`src/rtl/pipe_div_ctrl_if.sv`:
```
// Bus between the pipeline controller and its surroundings: pipeline
// requests, EX divide operands, the shared divider handshake and the stall bus.
interface pipe_div_ctrl_if #(
  parameter int DATA_W  = 32,
  parameter int STALL_W = 6
);
  // pipeline side
  logic                  stallreq_id;
  logic                  flush;
  logic                  ex_div_req;
  logic                  ex_div_signed;
  logic [DATA_W-1:0]     ex_opa;
  logic [DATA_W-1:0]     ex_opb;
  logic [STALL_W-1:0]    stall;
  logic                  div_res_vld;
  logic [2*DATA_W-1:0]   div_res;
  logic                  div_err;
  // divider side
  logic                  div_go;
  logic                  div_signed;
  logic [DATA_W-1:0]     div_a;
  logic [DATA_W-1:0]     div_b;
  logic                  div_done;
  logic [DATA_W-1:0]     div_quot;
  logic [DATA_W-1:0]     div_rem;
  // controller FSM state, for observation only
  logic [2:0]            dbg_state;

  modport master (
    input  stallreq_id, flush, ex_div_req, ex_div_signed, ex_opa, ex_opb,
           div_done, div_quot, div_rem,
    output stall, div_res_vld, div_res, div_err,
           div_go, div_signed, div_a, div_b, dbg_state
  );

  modport slave (
    output stallreq_id, flush, ex_div_req, ex_div_signed, ex_opa, ex_opb,
           div_done, div_quot, div_rem,
    input  stall, div_res_vld, div_res, div_err,
           div_go, div_signed, div_a, div_b, dbg_state
  );
endinterface

```
`src/rtl/pipe_div_ctrl.sv`:
```
// Central pipeline controller: merges the ID load-use stall with EX divide
// sequencing, drives the 6-bit stall bus and owns the divider handshake.
//
// Divider handshake: div_go is a one-cycle start pulse issued with div_a,
// div_b and div_signed already stable; the divider answers with a one-cycle
// div_done pulse carrying div_quot/div_rem. There is no back-pressure:
// div_done is consumed in the cycle it appears, and only WAIT/DRAIN listen.
module pipe_div_ctrl #(
  parameter int STALL_W = 6,
  parameter int DATA_W  = 32,
  parameter int MAX_CYC = 40
) (
  input  logic            clk,
  input  logic            rst,
  pipe_div_ctrl_if.master bus
);

  localparam int CNT_W = $clog2(MAX_CYC) + 1;
  localparam logic [CNT_W-1:0] CNT_LAST = CNT_W'(MAX_CYC - 1);
  localparam logic [CNT_W-1:0] CNT_SAT  = '1;
  localparam logic [STALL_W-1:0] STALL_EX = STALL_W'(6'b001111);
  localparam logic [STALL_W-1:0] STALL_ID = STALL_W'(6'b000111);

  typedef enum logic [2:0] {
    S_IDLE  = 3'd0,
    S_START = 3'd1,
    S_WAIT  = 3'd2,
    S_DONE  = 3'd3,
    S_DRAIN = 3'd4
  } state_t;

  state_t           state, state_nx;
  logic [CNT_W-1:0] cnt;
  logic             start_ok;
  logic             timeout;
  logic             err_set;
  logic             res_latch;

  assign start_ok  = bus.ex_div_req && !bus.flush;
  // >= rather than == so a WAIT that flushes on its last cycle still times out in DRAIN
  assign timeout   = (cnt >= CNT_LAST);
  assign res_latch = (state == S_WAIT) && bus.div_done && !bus.flush;
  assign err_set   = !bus.div_done && timeout &&
                     (((state == S_WAIT) && !bus.flush) || (state == S_DRAIN));

  // State register
  always_ff @(posedge clk or negedge rst) begin
    if (!rst) state <= S_IDLE;
    else      state <= state_nx;
  end

  // Next-state logic
  always_comb begin
    state_nx = state;
    case (state)
      S_IDLE:  if (start_ok) state_nx = S_START;
      S_START: state_nx = bus.flush ? S_DRAIN : S_WAIT;
      S_WAIT: begin
        if (bus.div_done)   state_nx = bus.flush ? S_IDLE : S_DONE;
        else if (bus.flush) state_nx = S_DRAIN;
        else if (timeout)   state_nx = S_IDLE;
      end
      S_DONE:  state_nx = S_IDLE;
      S_DRAIN: if (bus.div_done || timeout) state_nx = S_IDLE;
      default: state_nx = S_IDLE;
    endcase
  end

  // Operand capture, watchdog counter, result latch and sticky error
  always_ff @(posedge clk or negedge rst) begin
    if (!rst) begin
      bus.div_a      <= '0;
      bus.div_b      <= '0;
      bus.div_signed <= 1'b0;
      bus.div_res    <= '0;
      bus.div_err    <= 1'b0;
      cnt            <= '0;
    end else begin
      if ((state == S_IDLE) && start_ok) begin
        bus.div_a      <= bus.ex_opa;
        bus.div_b      <= bus.ex_opb;
        bus.div_signed <= bus.ex_div_signed;
      end
      if (state == S_START)
        cnt <= '0;
      else if (((state == S_WAIT) || (state == S_DRAIN)) && (cnt != CNT_SAT))
        cnt <= cnt + 1'b1;
      if (res_latch) bus.div_res <= {bus.div_rem, bus.div_quot};
      if (err_set)   bus.div_err <= 1'b1;
    end
  end

  // Stall bus: flush wins, then EX divide, then a new divide blocked by DRAIN, then ID
  always_comb begin
    bus.stall = '0;
    if (!rst || bus.flush)
      bus.stall = '0;
    else if (((state == S_IDLE) && bus.ex_div_req) || (state == S_START) || (state == S_WAIT))
      bus.stall = STALL_EX;
    else if ((state == S_DRAIN) && bus.ex_div_req)
      bus.stall = STALL_EX;
    else if (bus.stallreq_id)
      bus.stall = STALL_ID;
  end

  assign bus.div_go      = (state == S_START);
  assign bus.div_res_vld = (state == S_DONE);
  assign bus.dbg_state   = state;

endmodule

```
`src/flat_wrapper.sv`:
```
// flat-port wrapper written by rule: the top's interface ports become plain ports
module pipe_div_ctrl_flat 
#(
  parameter int STALL_W = 6,
  parameter int DATA_W  = 32,
  parameter int MAX_CYC = 40
)
  (clk, rst, bus_stallreq_id, bus_flush, bus_ex_div_req, bus_ex_div_signed, bus_ex_opa, bus_ex_opb, bus_div_done, bus_div_quot, bus_div_rem, bus_stall, bus_div_res_vld, bus_div_res, bus_div_err, bus_div_go, bus_div_signed, bus_div_a, bus_div_b, bus_dbg_state);
  pipe_div_ctrl_if #(.DATA_W(DATA_W), .STALL_W(STALL_W)) bus_i ();
  input  logic clk;
  input  logic rst;
  input wire logic [$bits(bus_i.stallreq_id)-1:0] bus_stallreq_id;
  input wire logic [$bits(bus_i.flush)-1:0] bus_flush;
  input wire logic [$bits(bus_i.ex_div_req)-1:0] bus_ex_div_req;
  input wire logic [$bits(bus_i.ex_div_signed)-1:0] bus_ex_div_signed;
  input wire logic [$bits(bus_i.ex_opa)-1:0] bus_ex_opa;
  input wire logic [$bits(bus_i.ex_opb)-1:0] bus_ex_opb;
  input wire logic [$bits(bus_i.div_done)-1:0] bus_div_done;
  input wire logic [$bits(bus_i.div_quot)-1:0] bus_div_quot;
  input wire logic [$bits(bus_i.div_rem)-1:0] bus_div_rem;
  output wire logic [$bits(bus_i.stall)-1:0] bus_stall;
  output wire logic [$bits(bus_i.div_res_vld)-1:0] bus_div_res_vld;
  output wire logic [$bits(bus_i.div_res)-1:0] bus_div_res;
  output wire logic [$bits(bus_i.div_err)-1:0] bus_div_err;
  output wire logic [$bits(bus_i.div_go)-1:0] bus_div_go;
  output wire logic [$bits(bus_i.div_signed)-1:0] bus_div_signed;
  output wire logic [$bits(bus_i.div_a)-1:0] bus_div_a;
  output wire logic [$bits(bus_i.div_b)-1:0] bus_div_b;
  output wire logic [$bits(bus_i.dbg_state)-1:0] bus_dbg_state;
  assign bus_i.stallreq_id = bus_stallreq_id;
  assign bus_i.flush = bus_flush;
  assign bus_i.ex_div_req = bus_ex_div_req;
  assign bus_i.ex_div_signed = bus_ex_div_signed;
  assign bus_i.ex_opa = bus_ex_opa;
  assign bus_i.ex_opb = bus_ex_opb;
  assign bus_i.div_done = bus_div_done;
  assign bus_i.div_quot = bus_div_quot;
  assign bus_i.div_rem = bus_div_rem;
  assign bus_stall = bus_i.stall;
  assign bus_div_res_vld = bus_i.div_res_vld;
  assign bus_div_res = bus_i.div_res;
  assign bus_div_err = bus_i.div_err;
  assign bus_div_go = bus_i.div_go;
  assign bus_div_signed = bus_i.div_signed;
  assign bus_div_a = bus_i.div_a;
  assign bus_div_b = bus_i.div_b;
  assign bus_dbg_state = bus_i.dbg_state;
  pipe_div_ctrl #(.STALL_W(STALL_W), .DATA_W(DATA_W), .MAX_CYC(MAX_CYC)) u_core (.clk(clk), .rst(rst), .bus(bus_i));
endmodule
```
`config.mk`:
```
export PLATFORM = sky130hd
export DESIGN_NAME = pipe_div_ctrl_flat
export DESIGN_NICKNAME = d
export VERILOG_FILES = /design/src/rtl/pipe_div_ctrl_if.sv /design/src/rtl/pipe_div_ctrl.sv /design/src/flat_wrapper.sv
export SDC_FILE = /design/constraint.sdc
export NUM_CORES = 1
export LEC_CHECK = 0
export ABC_AREA = 1
export ABC_CLOCK_PERIOD_IN_PS = 1570
export BUFFER_PORTS_ARGS = -buffer_cell sky130_fd_sc_hd__buf_2
export CAP_MARGIN = 15
export CORE_UTILIZATION = 35
export DETAILED_ROUTE_END_ITERATION = 8
export PLACE_DENSITY = 0.73
export RECOVER_POWER = 25
export SYNTH_ARGS = -nofsm -noshare
export SYNTH_HDL_FRONTEND = slang
export SYNTH_SLANG_ARGS = --single-unit
```
`constraint.sdc`:
```
create_clock -name clk -period 1.57 [get_ports clk]
set_input_delay 0.2355 -clock clk [delete_from_list [all_inputs] [get_ports clk]]
set_output_delay 0.2355 -clock clk [all_outputs]
set_load 0.05 [all_outputs]
```
==> flow_summary_export.csv <==
group,metric,value,unit
worst_setup_path,max_stage_delay,0.47,ns
synth,synth_fa_ha_area_share,0.216,%
timing,setup_viol_count_final,123,
power_and_ir_drop,power_frac_comb,52.9,%
synth,synth_xor_xnor_area_share,0.302,%
finish,final_layout_size_suffix_gt1_share,50.7,%
power_and_ir_drop,power_leakage,0.00518,uW
placement,dp_hpwl,10400,microns
synth,avgSynthCellArea,9.06,sq um
finish,fin_util,56.4,%
clock_tree,clk_pin_slew,0.06,ns
die,dieArea,0.0171,sq mm
timing,fmax,551,MHz
outcome,violations,"setup timing",
timing,rsz0062_at_grt,"true",
finish,nets,1088,
global_route,grt_pass1_vias,4594,
clock_tree,clkSinkCount,140,
power_and_ir_drop,p_switching,11500,uW
finish,insertedDiodeCount,0,
worst_setup_path,worstPathArrival,1.58,ns
synth,synth_sequential_area_ratio,60.3,%
routing,drtIter0Drc,184,
global_route,grt-ovfl-total,0,
power_and_ir_drop,seq_power_share,28.1,%
worst_setup_path,crit_type,"reg -> out",
die,start_util,36.2,%
worst_setup_path,r2r_cells,9,
synth,netlist_instances,641,
power_and_ir_drop,pwr-share-clk,19.0,%
worst_setup_path,crit_fanout,5,
timing,hold_viol_final,0,
timing,skew,0.00713,ns
clock_tree,clk_latency,0.41,ns
finish,syn_to_final_growth,55.9,%
routing,wl_per_cell,15.1,microns
synth,synth_cell_types,25,
synth,synth_top_family_by_area,"simple AND/OR/NAND/NOR gates",
hold_path,holdPathEnd,"u_core.bus.div_res[39]",
placement,pre_cts_slack,0.0583,ns
timing,max_slew_margin,15.5,%
die,core.rowCount,46,
routing,vias_per_cell,4.50,
hold_path,hold_depth,3,
clock_tree,cts_tree,"built",
global_route,antenna_found_initial,0,
routing,drt-pass1-iter-count,4,
die,ioPinCount,276,
synth,synth_seq_cells,140,
hold_path,hold_start,"bus_div_rem[7]",
clock_tree,root_buffer,"clkbuf_16",
timing,fin_crit_sh,116,%
power_and_ir_drop,sw_frac_of_total,50.8,%
synth,synth_simple_gate_area_share,21.1,%
worst_setup_path,startpoint_type,"register",
worst_setup_path,end_kind,"output pin",
worst_setup_path,timing.rr.start,"u_core.bus.dbg_state[1]",
timing,worst_pin_slew,1.27,ns
placement,port_buffers,273,
die,core-area,0.0161,sq mm
placement,place_congestion,0.784,
synth,synth_compound_area_share,8.64,%
synth,netlist_area,0.00581,sq mm
worst_setup_path,r2r_setup_slack,-0.18,ns
synth,synthMuxAreaShare,0,%
outcome,status,"finished with violations",
run,max_cap_violations,0,
die,die_x,131,microns
global_route,grt_start_max_net_pins,141,
routing,remaining_drc_errors,0,
routing,wirelength,17800,microns
worst_setup_path,reg2reg_to,"u_core.bus.dbg_state[0]",
synth,yosysWarningCount,0,
clock_tree,cts_buffers,17,
global_route,grt_pass1_wl,22300,microns
power_and_ir_drop,p_int,11100,uW
die,die_h,131,microns
worst_setup_path,crit_path_cell_trace,"nor2_4, nand2_1, nand3_2, nand3_4, nand2_4, buf_8",
timing,setup_ws,-0.246,ns
worst_setup_path,crit_slowest_cell,"dfrtp_2",
timing,fin_crit,1.82,ns
clock_tree,cts_buffer_depth,2,
clock_tree,h-tree-depth,4,
power_and_ir_drop,irDropWorstVdd,0.00141,V
power_and_ir_drop,power_density,2490,mW/mm^2
hold_path,min_path_type,"in -> reg",
global_route,grtUsageTotal,17.0,%
routing,vias,5306,
routing,ant_nets,0,
timing,slew_violations,0,
worst_setup_path,crit_required,1.33,ns
[area by class of cell]
cell class | count | area [sq um]
Timing Repair Buffer | 322 | 2160
Multi-Input combinational cell | 393 | 2160
Clock inverter | 13 | 191
Clock buffer | 18 | 439
Fill cell | 1375 | 7000
Timing Repair inverter | 1 | 16.3
Inverter | 77 | 310
Tap cell | 216 | 270
Sequential cell | 140 | 3510
[per-stage QoR]
stage	hold slack [ns]	total power, uW	TNS [ns]	cell area, sq um	std cells
after global routing	0.00179	23700	-25.08	9050	1180
after CTS	0.000319	21700	-0.791	8240	1155
after global placement	0.429	16900	0	7390	1110
final	0.0199	22600	-15.38	9050	1180
after detailed placement	0.434	17000	0	7390	1110
after floorplan	-0.0601	14400	-0.0862	5850	642
[how the worst max path moves through the flow]
| stage | start | to | slack [ns] | cells past startpoint |
|---|---|---|---|---|
| floorplan | u_core.bus.dbg_state[1] | bus_stall[1] | -0.04 | 7 |
| global route | u_core.bus.dbg_state[0] | bus_stall[1] | -0.31 | 6 |
| global placement | u_core.cnt[0] | u_core.cnt[2] | 0.08 | 8 |
| CTS | u_core.bus.dbg_state[0] | bus_stall[1] | -0.17 | 6 |
| finish | u_core.bus.dbg_state[0] | bus_stall[1] | -0.25 | 6 |
| detailed placement | u_core.bus.dbg_state[1] | u_core.bus.div_a[22] | 0.06 | 5 |
[critical path, delay by kind of cell, from the launching register on]
| family | cells | cell delay [ns] |
|---|---|---|
| AND/OR/NAND/NOR | 5 | 0.53 |
| flip-flops | 1 | 0.47 |
| buffers and inverters | 1 | 0.15 |
[cells in the mapped netlist, drive strengths merged]
library cell / instances / area share (%)
buf: 29 / 4.1
inv: 77 / 5.0
nor3: 6 / 0.60
nand3: 14 / 1.3
nand2: 280 / 18
dfrtp: 140 / 60
o21ai: 68 / 8.1
ha: 1 / 0.22
or2: 1 / 0.11
conb: 1 / 0.065
nand4: 1 / 0.11
clkbuf: 3 / 0.19
xor2: 2 / 0.30
nand2b: 1 / 0.11
a21oi: 6 / 0.52
nor2: 11 / 0.75
[metal layers]
layer	GRT usage [%]	wire length [microns]	up-vias
met5	0	0	-
met4	4.73	110	0
met3	7.13	1490	8
met2	27.9	9190	229
li1	-	-	2575
met1	20.6	7040	2494
[what timing repair did]
| item | CTS | global route |
|---|---|---|
| pin swaps | 4 | 13 |
| resized for setup | 30 | 133 |
| cloned | 0 | 17 |
| hold buffers | 6 | 0 |
| setup endpoints to repair | 6 | 88 |
| buffers inserted | 8 | 8 |
| hold endpoints to repair | 6 | 0 |
[state kept, by name, summed over array words and instances (netlist names)]
register and cells:
u_core.bus.div_err 1, u_core.bus.div_a 32, u_core.bus.div_signed 1, u_core.cnt 7, u_core.bus.div_res 64, u_core.bus.dbg_state 3
u_core.bus.div_b 32
[cells by family (layout without fill, tap and decap cells)]
group	after synthesis	after routing
AOI/OAI and AO/OA	74	74
xor gates and xnor gates	2	2
adders and majority gates	1	1
buffers and inverters	109	431
DFF	140	140
other	1	2
and+or+nand+nor	314	314
[power groups by stage]
stage	Combinational [uW]	Sequential (uW)	Clock (uW)
after detailed placement	10800	6230	0
final	11900	6350	4290
after floorplan	2450	12000	0
after CTS	11100	6210	4380
after global routing	12600	6560	4540
after global placement	10700	6210	0
[placed cells by master (no fill, tap or decap), drive strengths merged]
| cell | instances |
|---|---|
| nor3 | 6 |
| conb | 2 |
| nand3 | 14 |
| nand2 | 280 |
| o21ai | 68 |
| dlygate4sd3 | 6 |
| inv | 78 |
| clkinv | 5 |
| xor2 | 2 |
| clkinvlp | 3 |
| dfrtp | 140 |
| buf | 306 |
| clkbuf | 28 |
| nand2b | 1 |
| a21oi | 6 |
| bufinv | 5 |
| nor2 | 11 |
| nand4 | 1 |
| or2 | 1 |
| ha | 1 |
(Power assumes the default switching activity.)
